File: src/rtl/ecall_console.sv
// ecall_console: consumes the core's ecall print strobes, buffers the
// characters in a small FIFO and serializes them onto an 8N1 UART line.
//
// Parameters:
//   CLKS_PER_BIT  clock cycles per UART bit (>= 2)
//   FIFO_DEPTH    character buffer entries (power of 2, >= 2)
// Ports:
//   clk, rst      system clock, asynchronous active-high reset
//   print_flag    one-cycle strobe, character valid on print_data
//   print_data    character to print
//   halt          core executed its terminating ecall (level or pulse)
//   busy          FIFO full, core must stall print ecalls
//   tx            UART serial output, idle high
//   overflow      sticky: a strobe was dropped because the FIFO was full
//   drained       halt seen, FIFO empty and transmitter idle
module ecall_console #(
    parameter int unsigned CLKS_PER_BIT = 16,
    parameter int unsigned FIFO_DEPTH   = 8
) (
    input  logic       clk,
    input  logic       rst,
    input  logic       print_flag,
    input  logic [7:0] print_data,
    input  logic       halt,
    output logic       busy,
    output logic       tx,
    output logic       overflow,
    output logic       drained
);

    localparam int unsigned PTR_W = $clog2(FIFO_DEPTH);
    localparam int unsigned CNT_W = PTR_W + 1;
    localparam int unsigned BIT_W = $clog2(CLKS_PER_BIT);

    typedef enum logic [1:0] {
        ST_IDLE,
        ST_START,
        ST_DATA,
        ST_STOP
    } state_e;

    state_e             state_q, state_d;
    logic [BIT_W-1:0]   bit_cnt_q, bit_cnt_d;
    logic [2:0]         idx_q, idx_d;
    logic [7:0]         shift_q, shift_d;
    logic [PTR_W-1:0]   wr_ptr_q, wr_ptr_d;
    logic [PTR_W-1:0]   rd_ptr_q, rd_ptr_d;
    logic [CNT_W-1:0]   count_q, count_d;
    logic               tx_q, tx_d;
    logic               busy_q, busy_d;
    logic               overflow_q, overflow_d;
    logic               drained_q, drained_d;
    logic               halt_seen_q, halt_seen_d;

    logic [7:0]         mem_q [FIFO_DEPTH];

    logic               push;
    logic               drop;
    logic               pop;
    logic               bit_done;

    // FIFO bookkeeping and status flags
    always_comb begin
        push        = print_flag && !halt_seen_q && (count_q < CNT_W'(FIFO_DEPTH));
        drop        = print_flag && !halt_seen_q && !(count_q < CNT_W'(FIFO_DEPTH));
        pop         = (state_q == ST_IDLE) && (count_q != '0);

        wr_ptr_d    = push ? wr_ptr_q + PTR_W'(1) : wr_ptr_q;
        rd_ptr_d    = pop  ? rd_ptr_q + PTR_W'(1) : rd_ptr_q;

        count_d     = count_q;
        case ({push, pop})
            2'b10:   count_d = count_q + CNT_W'(1);
            2'b01:   count_d = count_q - CNT_W'(1);
            default: count_d = count_q;
        endcase

        busy_d      = (count_d == CNT_W'(FIFO_DEPTH));
        overflow_d  = overflow_q | drop;
        halt_seen_d = halt_seen_q | halt;
        // Once set it holds: nothing can be queued after halt_seen.
        drained_d   = drained_q |
                      (halt_seen_q && (count_q == '0) && (state_q == ST_IDLE));
    end

    // UART transmit FSM; tx_d is the line level for the cycle after the edge
    always_comb begin
        state_d   = state_q;
        bit_cnt_d = bit_cnt_q;
        idx_d     = idx_q;
        shift_d   = shift_q;
        tx_d      = tx_q;
        bit_done  = (bit_cnt_q == BIT_W'(CLKS_PER_BIT - 1));

        case (state_q)
            ST_IDLE: begin
                tx_d = 1'b1;
                if (pop) begin
                    shift_d   = mem_q[rd_ptr_q];
                    bit_cnt_d = '0;
                    state_d   = ST_START;
                    tx_d      = 1'b0;
                end
            end
            ST_START: begin
                if (bit_done) begin
                    bit_cnt_d = '0;
                    idx_d     = 3'd0;
                    state_d   = ST_DATA;
                    tx_d      = shift_q[0];
                end else begin
                    bit_cnt_d = bit_cnt_q + BIT_W'(1);
                end
            end
            ST_DATA: begin
                if (bit_done) begin
                    bit_cnt_d = '0;
                    shift_d   = {1'b0, shift_q[7:1]};
                    if (idx_q == 3'd7) begin
                        state_d = ST_STOP;
                        tx_d    = 1'b1;
                    end else begin
                        idx_d = idx_q + 3'd1;
                        // next bit is the one about to land in shift[0]
                        tx_d  = shift_q[1];
                    end
                end else begin
                    bit_cnt_d = bit_cnt_q + BIT_W'(1);
                end
            end
            ST_STOP: begin
                if (bit_done) begin
                    bit_cnt_d = '0;
                    state_d   = ST_IDLE;
                    tx_d      = 1'b1;
                end else begin
                    bit_cnt_d = bit_cnt_q + BIT_W'(1);
                end
            end
            default: begin
                state_d = ST_IDLE;
                tx_d    = 1'b1;
            end
        endcase
    end

    // State registers
    always_ff @(posedge clk or posedge rst) begin
        if (rst) begin
            state_q     <= ST_IDLE;
            bit_cnt_q   <= '0;
            idx_q       <= 3'd0;
            shift_q     <= 8'd0;
            wr_ptr_q    <= '0;
            rd_ptr_q    <= '0;
            count_q     <= '0;
            tx_q        <= 1'b1;
            busy_q      <= 1'b0;
            overflow_q  <= 1'b0;
            drained_q   <= 1'b0;
            halt_seen_q <= 1'b0;
        end else begin
            state_q     <= state_d;
            bit_cnt_q   <= bit_cnt_d;
            idx_q       <= idx_d;
            shift_q     <= shift_d;
            wr_ptr_q    <= wr_ptr_d;
            rd_ptr_q    <= rd_ptr_d;
            count_q     <= count_d;
            tx_q        <= tx_d;
            busy_q      <= busy_d;
            overflow_q  <= overflow_d;
            drained_q   <= drained_d;
            halt_seen_q <= halt_seen_d;
        end
    end

    // Character storage; contents are don't-care once the pointers reset
    always_ff @(posedge clk) begin
        if (push) begin
            mem_q[wr_ptr_q] <= print_data;
        end
    end

    assign busy     = busy_q;
    assign tx       = tx_q;
    assign overflow = overflow_q;
    assign drained  = drained_q;

endmodule
File: config.mk
export PLATFORM = sky130hd
export DESIGN_NAME = ecall_console
export DESIGN_NICKNAME = d
export VERILOG_FILES = /design/src/rtl/ecall_console.sv
export SDC_FILE = /design/constraint.sdc
export NUM_CORES = 1
export LEC_CHECK = 0
export BUFFER_PORTS_ARGS = -buffer_cell sky130_fd_sc_hd__buf_2
export CAP_MARGIN = 5
export CORE_ASPECT_RATIO = 0.5
export CORE_MARGIN = 1.5
export CORE_UTILIZATION = 55
export CTS_CLUSTER_DIAMETER = 100
export DETAILED_ROUTE_END_ITERATION = 6
export PLACE_DENSITY = 0.87
export SLEW_MARGIN = 10
export SYNTH_ARGS = -nofsm -noshare
export SYNTH_HDL_FRONTEND = slang
export SYNTH_SLANG_ARGS = --single-unit
export TNS_END_PERCENT = 30
File: constraint.sdc
create_clock -name clk -period 1.9 [get_ports clk]
set_input_delay 0.19 -clock clk [delete_from_list [all_inputs] [get_ports clk]]
set_output_delay 0.19 -clock clk [all_outputs]
set_load 0.005 [all_outputs]
==> results of run 1 <==
## worst min-delay path by stage
stage | to | start | slack (ps)
2_1_floorplan | mem_q[0][0] | print_data[0] | 290
3_3_place_gp | drained | rst | 280
3_5_place_dp | drained | rst | 290
4_1_cts | halt_seen_q | halt | 30
5_1_grt | halt_seen_q | halt | 40
6_report | halt_seen_q | halt | 40
## area by class of cell
class / instances / area, sq um / share of cell area
Tap cell: 96 / 120 / 0.0242
Inverter: 6 / 25.0 / 0.00505
Sequential cell: 96 / 2730 / 0.550
Clock inverter: 6 / 50.0 / 0.0101
Clock buffer: 10 / 229 / 0.0462
Multi-Input combinational cell: 162 / 1430 / 0.287
Timing Repair Buffer: 50 / 382 / 0.0770
## state kept, by name, indices dropped and copies added (netlist names), 2 cells and up
| signal | cells |
|---|---|
| state_q | 2 |
| bit_cnt_q | 4 |
| mem_q | 64 |
| rd_ptr_q | 3 |
| wr_ptr_q | 3 |
| shift_q | 8 |
| idx_q | 3 |
| count_q | 4 |
## routing by layer
metal / up-vias / track usage
li1: 1135 / -
met1: 1218 / 0.265
met2: 103 / 0.389
met3: 25 / 0.0677
met4: 0 / 0.103
met5: - / 0
## power breakdown
part,switching (uW),total (uW),internal [uW]
logic,1360,2820,1460
clock network,774,1680,908
registers,294,2810,2520
total,2430,7310,4880
## cells in the final DEF (no fill, tap or decap), types with 10 or more instances in the layout
master     n
edfxtp_1  64
nor2_1    14
dfrtp_1   29
buf_4     30
buf_2     15
mux4_2    16
mux2i_1   10
nand2_1   37
## through the flow
stage	area [sq um]	total power (uW)	TNS [ps]
global route	4960	7680	-713
finish	4960	7310	-418
global placement	4610	5260	-67.7
detailed placement	4610	5460	-296
floorplan	4250	4700	-36.3
CTS	4900	7180	-285
## kinds of logic (layout without fill, tap and decap cells)
family / count (synthesis) / count (layout) / synth area share
DFF: 96 / 96 / 0.652
and+or+nand+nor: 78 / 78 / 0.0884
AOI/OAI and AO/OA: 37 / 37 / 0.0647
muxes: 29 / 29 / 0.118
buffers and inverters: 21 / 72 / 0.0279
adders and majority gates: 12 / 12 / 0.0359
xor gates and xnor gates: 6 / 6 / 0.0126
## what timing repair did
action	CTS	global route
resized for setup	0	9
pin swaps	2	0
setup endpoints to repair	3	30
setup buffers	0	3
endpoints found under the hold margin	31	0
hold buffers	1	0
==> results.toml, run 1 <==
[run_status]
outcome = "finished with violations"
failed_checks = "setup timing"

[detailed_routing]
highest_layer = "met4"
wl_per_cell_microns = 19.6
postRouteWirelength_microns = 8350
wl_met1_microns = 3380
wl_met3_microns = 512
vias = 2481
drt_iter0_drc = 230
firstDrtPassIters = 5
vias_per_cell = 5.82
dr_wl_met2_microns = 4190
drc = 0
antenna_left = 0

[timing]
relSlewSlack = 0.654
min_period_over_period = 1.12
setup_viol = 3
hold_viol_final = 0
maxSlewViolCount = 0
skew_ps = 11.4
timing.final.ws_setup_ps = -221
grt_setup_unrepaired = "yes"
whs_ps = 35.6
min_period_ps = 2120
fmax_ghz = 0.472
worst_pin_slew_ps = 519

[yosys]
syn_area_sq_um = 4180
yosysMostFrequentCell = "edfxtp_1"
syn_area_per_cell_sq_um = 15.0
synth_top_flop_cell = "edfxtp_1"
yosysWarnings = 0
ys_types = 45
netlist.area_leader.share = 0.460
synth_edf_count = 64
synth_area_leaders = "edfxtp_1 (46%), dfrtp_1 (19%), mux4_2 (8.6%)"
synthCells = 279
synth_seq_cells = 96
syn_nets = 303
synthArstFlopShare = 0.333
synth_commonest_cells = "edfxtp_1 (64), nand2_1 (37), dfrtp_1 (31)"
yosysSeqAreaShare = 0.652
yosysTopAreaCell = "edfxtp_1"

[setup_path]
worstReg2RegStart = "count_q[2]"
startpoint = "count_q[2]"
reg2reg_depth = 11
crit_end = "busy"
endpoint_kind = "flip-flop"
crit_fanout = 3
cp_num_cells = 11
critPathRequiredTime_ps = 2120
setup.worst_path.class = "flip-flop to flip-flop"
r2r-end = "busy"
slowest_stage = "dfrtp_1"
crit_chain = "nor4_4, nand2b_4, inv_4, nand2_4, xnor2_2, ha_4, a21oi_2, nor2b_1, mux2i_1, xnor2_1, a211oi_2"
slowest_delay_ps = 420
startpoint_type = "flip-flop"
cp_num_buf_inv = 1
critPathArrivalTime_ps = 2340
crit_family = "simple AND/OR/NAND/NOR gates"
regToRegSetupSlack_ps = -220

[floorplanning]
core_area_sq_um = 7350
die_h_microns = 64.6
initial_core_util = 0.568
die_width_microns = 126
rows = 22
die_area_sq_um = 8160
io_pins = 16

[cts]
clkSinkCount = 96
cts_tree = "yes"
clock_tree.buffer_depth = 2
cts_root_buf = "clkbuf_16"
clk_latency_ps = 340
cts.clk_slew.worst_paths_ps = 70
htreeDepth = 3
numCtsBuffers = 9

[placement]
dpl.cell_count = 406
dp_slack_ps = -185
port_buffers = 15
hpwl_microns = 5300
place_congestion = 0.794

[worst_hold_path]
min_path_type = "input port to flip-flop"
hold_depth = 2

[layout]
antenna_cells = 0
layout.cells.non_filler = 426
nFillCells = 439
drive_above_1_share = 0.327
fin_util = 0.674
final_nets = 349
syn_to_final_growth_pct = 18.7

[global_routing]
grt_overflow_total = 0
grt_max_degree = 33
grt_pass1_wl_microns = 13300
grt_usage = 0.225
antenna_found_initial = 0
grt_pass1_vias = 2634

[pwr]
irDropWorstVdd_mv = 0.652
p_leak_uw = 0.00192
power_density_nw_per_um2 = 1470

[job]
maxCapViolations = 0
No activity file was read; power rests on OpenSTA's default activity.
==> inputs of run 2 (changes only) <==
--- a/config.mk
+++ b/config.mk
@@ -12,6 +12,7 @@
 export CORE_UTILIZATION = 55
 export CTS_CLUSTER_DIAMETER = 100
 export DETAILED_ROUTE_END_ITERATION = 6
+export MAX_ROUTING_LAYER = met4
 export PLACE_DENSITY = 0.87
 export SLEW_MARGIN = 10
 export SYNTH_ARGS = -nofsm -noshare
==> run 2 against run 1 <==
Compared with the run above:
- the run still ends with setup timing left
- clock power barely moved
- register-to-register slack barely moved
- total power fell by 0.14%
- wire length fell by 1.3%
- global-route usage rose by 0.69 points
- count of clock-buffer cells in the layout did not move
- worst hold slack improved by 6.5 ps
- die area did not move
- sequential share of layout area did not move
- maximum frequency rose by 0.12%
==> results.toml, run 2 (synthesis results as in run 1) <==
[run_status]
outcome = "finished with violations"
failed_checks = "setup timing"

[cts]
numCtsBuffers = 9
clk_latency_ps = 340
clock_tree.buffer_depth = 2
htreeDepth = 3
clkSinkCount = 96
cts.clk_slew.worst_paths_ps = 70
cts_tree = "yes"
cts_root_buf = "clkbuf_16"

[detailed_routing]
wl_per_cell_microns = 19.4
vias = 2493
firstDrtPassIters = 5
highest_layer = "met4"
drc = 0
drt_iter0_drc = 227
wl_met1_microns = 3210
postRouteWirelength_microns = 8250
wl_met3_microns = 605
vias_per_cell = 5.85
dr_wl_met2_microns = 4180
antenna_left = 0

[layout]
nFillCells = 439
final_common_cell = "edfxtp_1"
antenna_cells = 0
regArea_sq_um = 2730
stdcell_area_sq_um = 4960
multi_input_area_sq_um = 1430
layout_common_cells = "edfxtp_1 (64), nand2_1 (37), buf_4 (30)"
syn_to_final_growth_pct = 18.7
largest-register = "mem_q"
largest_register_ffs = 64
reg_top3 = "mem_q x64, shift_q x8"
drive_above_1_share = 0.327
final_nets = 349

[timing]
min_period_ps = 2120
grt_setup_unrepaired = "yes"
timing.final.ws_setup_ps = -218
relSlewSlack = 0.662
hold_viol_final = 0
worst_pin_slew_ps = 506
setup_viol = 3
skew_ps = 9.68
fin_tns_setup_ps = -408
fmax_ghz = 0.472
maxSlewViolCount = 0
min_period_over_period = 1.11

[placement]
dpl_cell_area_sq_um = 4610
place_congestion = 0.805
hpwl_microns = 5300
port_buffers = 15

[global_routing]
grt_overflow_total = 0
grt_max_degree = 33
grt_usage = 0.232
grt_pass1_vias = 2645
grt_pass1_wl_microns = 13300
antenna_found_initial = 0

[setup_path]
crit_fanout = 3
endpoint_kind = "flip-flop"
critPathRequiredTime_ps = 2120
critPathArrivalTime_ps = 2340
startpoint_type = "flip-flop"
reg2reg_depth = 11
setup.worst_path.class = "flip-flop to flip-flop"

[floorplanning]
initial_core_util = 0.568
die_width_microns = 126
rows = 22
die_area_sq_um = 8160
core_area_sq_um = 7350
die_h_microns = 64.6
io_pins = 16

[pwr]
p_leak_uw = 0.00192
irDropWorstVdd_mv = 0.645
power_density_nw_per_um2 = 1470

[job]
maxCapViolations = 0

[worst_hold_path]
hold_depth = 2
min_path_type = "input port to flip-flop"
[run 2: layout make-up]
class / instances / area share
tap: 96 / 0.0242
timing repair buffer: 50 / 0.0770
multi-input combinational: 162 / 0.287
clock buffer: 10 / 0.0462
inverter: 6 / 0.00505
sequential: 96 / 0.550
clock inverter: 6 / 0.0101
[run 2: critical path, cell delays in order, from the launching register on]
cell and delay [ps]:
dfrtp_1 420, nor4_4 340, nand2b_4 200, inv_4 50
nand2_4 60, xnor2_2 90, ha_4 160, a21oi_2 120
nor2b_1 150, mux2i_1 100, xnor2_1 250, a211oi_2 50
[run 2: power breakdown]
part | total [uW] | leakage (uW) | switching [uW] | internal [uW]
clock | 1670 | 0.000136 | 765 | 908
combinational | 2820 | 0.000811 | 1360 | 1460
sequential | 2810 | 0.000969 | 295 | 2520
total | 7300 | 0.00192 | 2420 | 4880
[run 2: final timing paths]
kind / from / to / slack (ps)
worst min register to register: drained / drained / 460
max in group asynchronous: rst / tx / 1100
min in group asynchronous: rst / bit_cnt_q[1] / 480
worst min-delay path: halt / halt_seen_q / 40
worst max-delay path: count_q[2] / busy / -220
worst max register to register: count_q[2] / busy / -220
[run 2: repair_timing]
item                                    4_1_cts  5_1_grt
endpoints found under the setup margin        3       30
endpoints found under the hold margin        31        0
gates resized for setup                       0        9
buffers inserted                              0        3
hold buffers                                  1        0
pin swaps                                     2        0
[run 2: routing by layer]
layer	global-route usage	up-vias
li1	-	1134
met2	0.387	106
met4	0.105	0
met5	-	-
met1	0.266	1228
met3	0.0677	25
[run 2: through the flow]
stage,power (uW),setup slack [ps],hold WS (ps),instances,utilization
finish,7300,-218,42.1,426,0.674
global route,7680,-328,44.6,426,0.674
CTS,7180,-171,32.6,423,0.667
detailed placement,5460,-185,294,406,0.628
global placement,5260,-67.7,285,406,0.628
floorplan,4700,-36.3,289,279,-
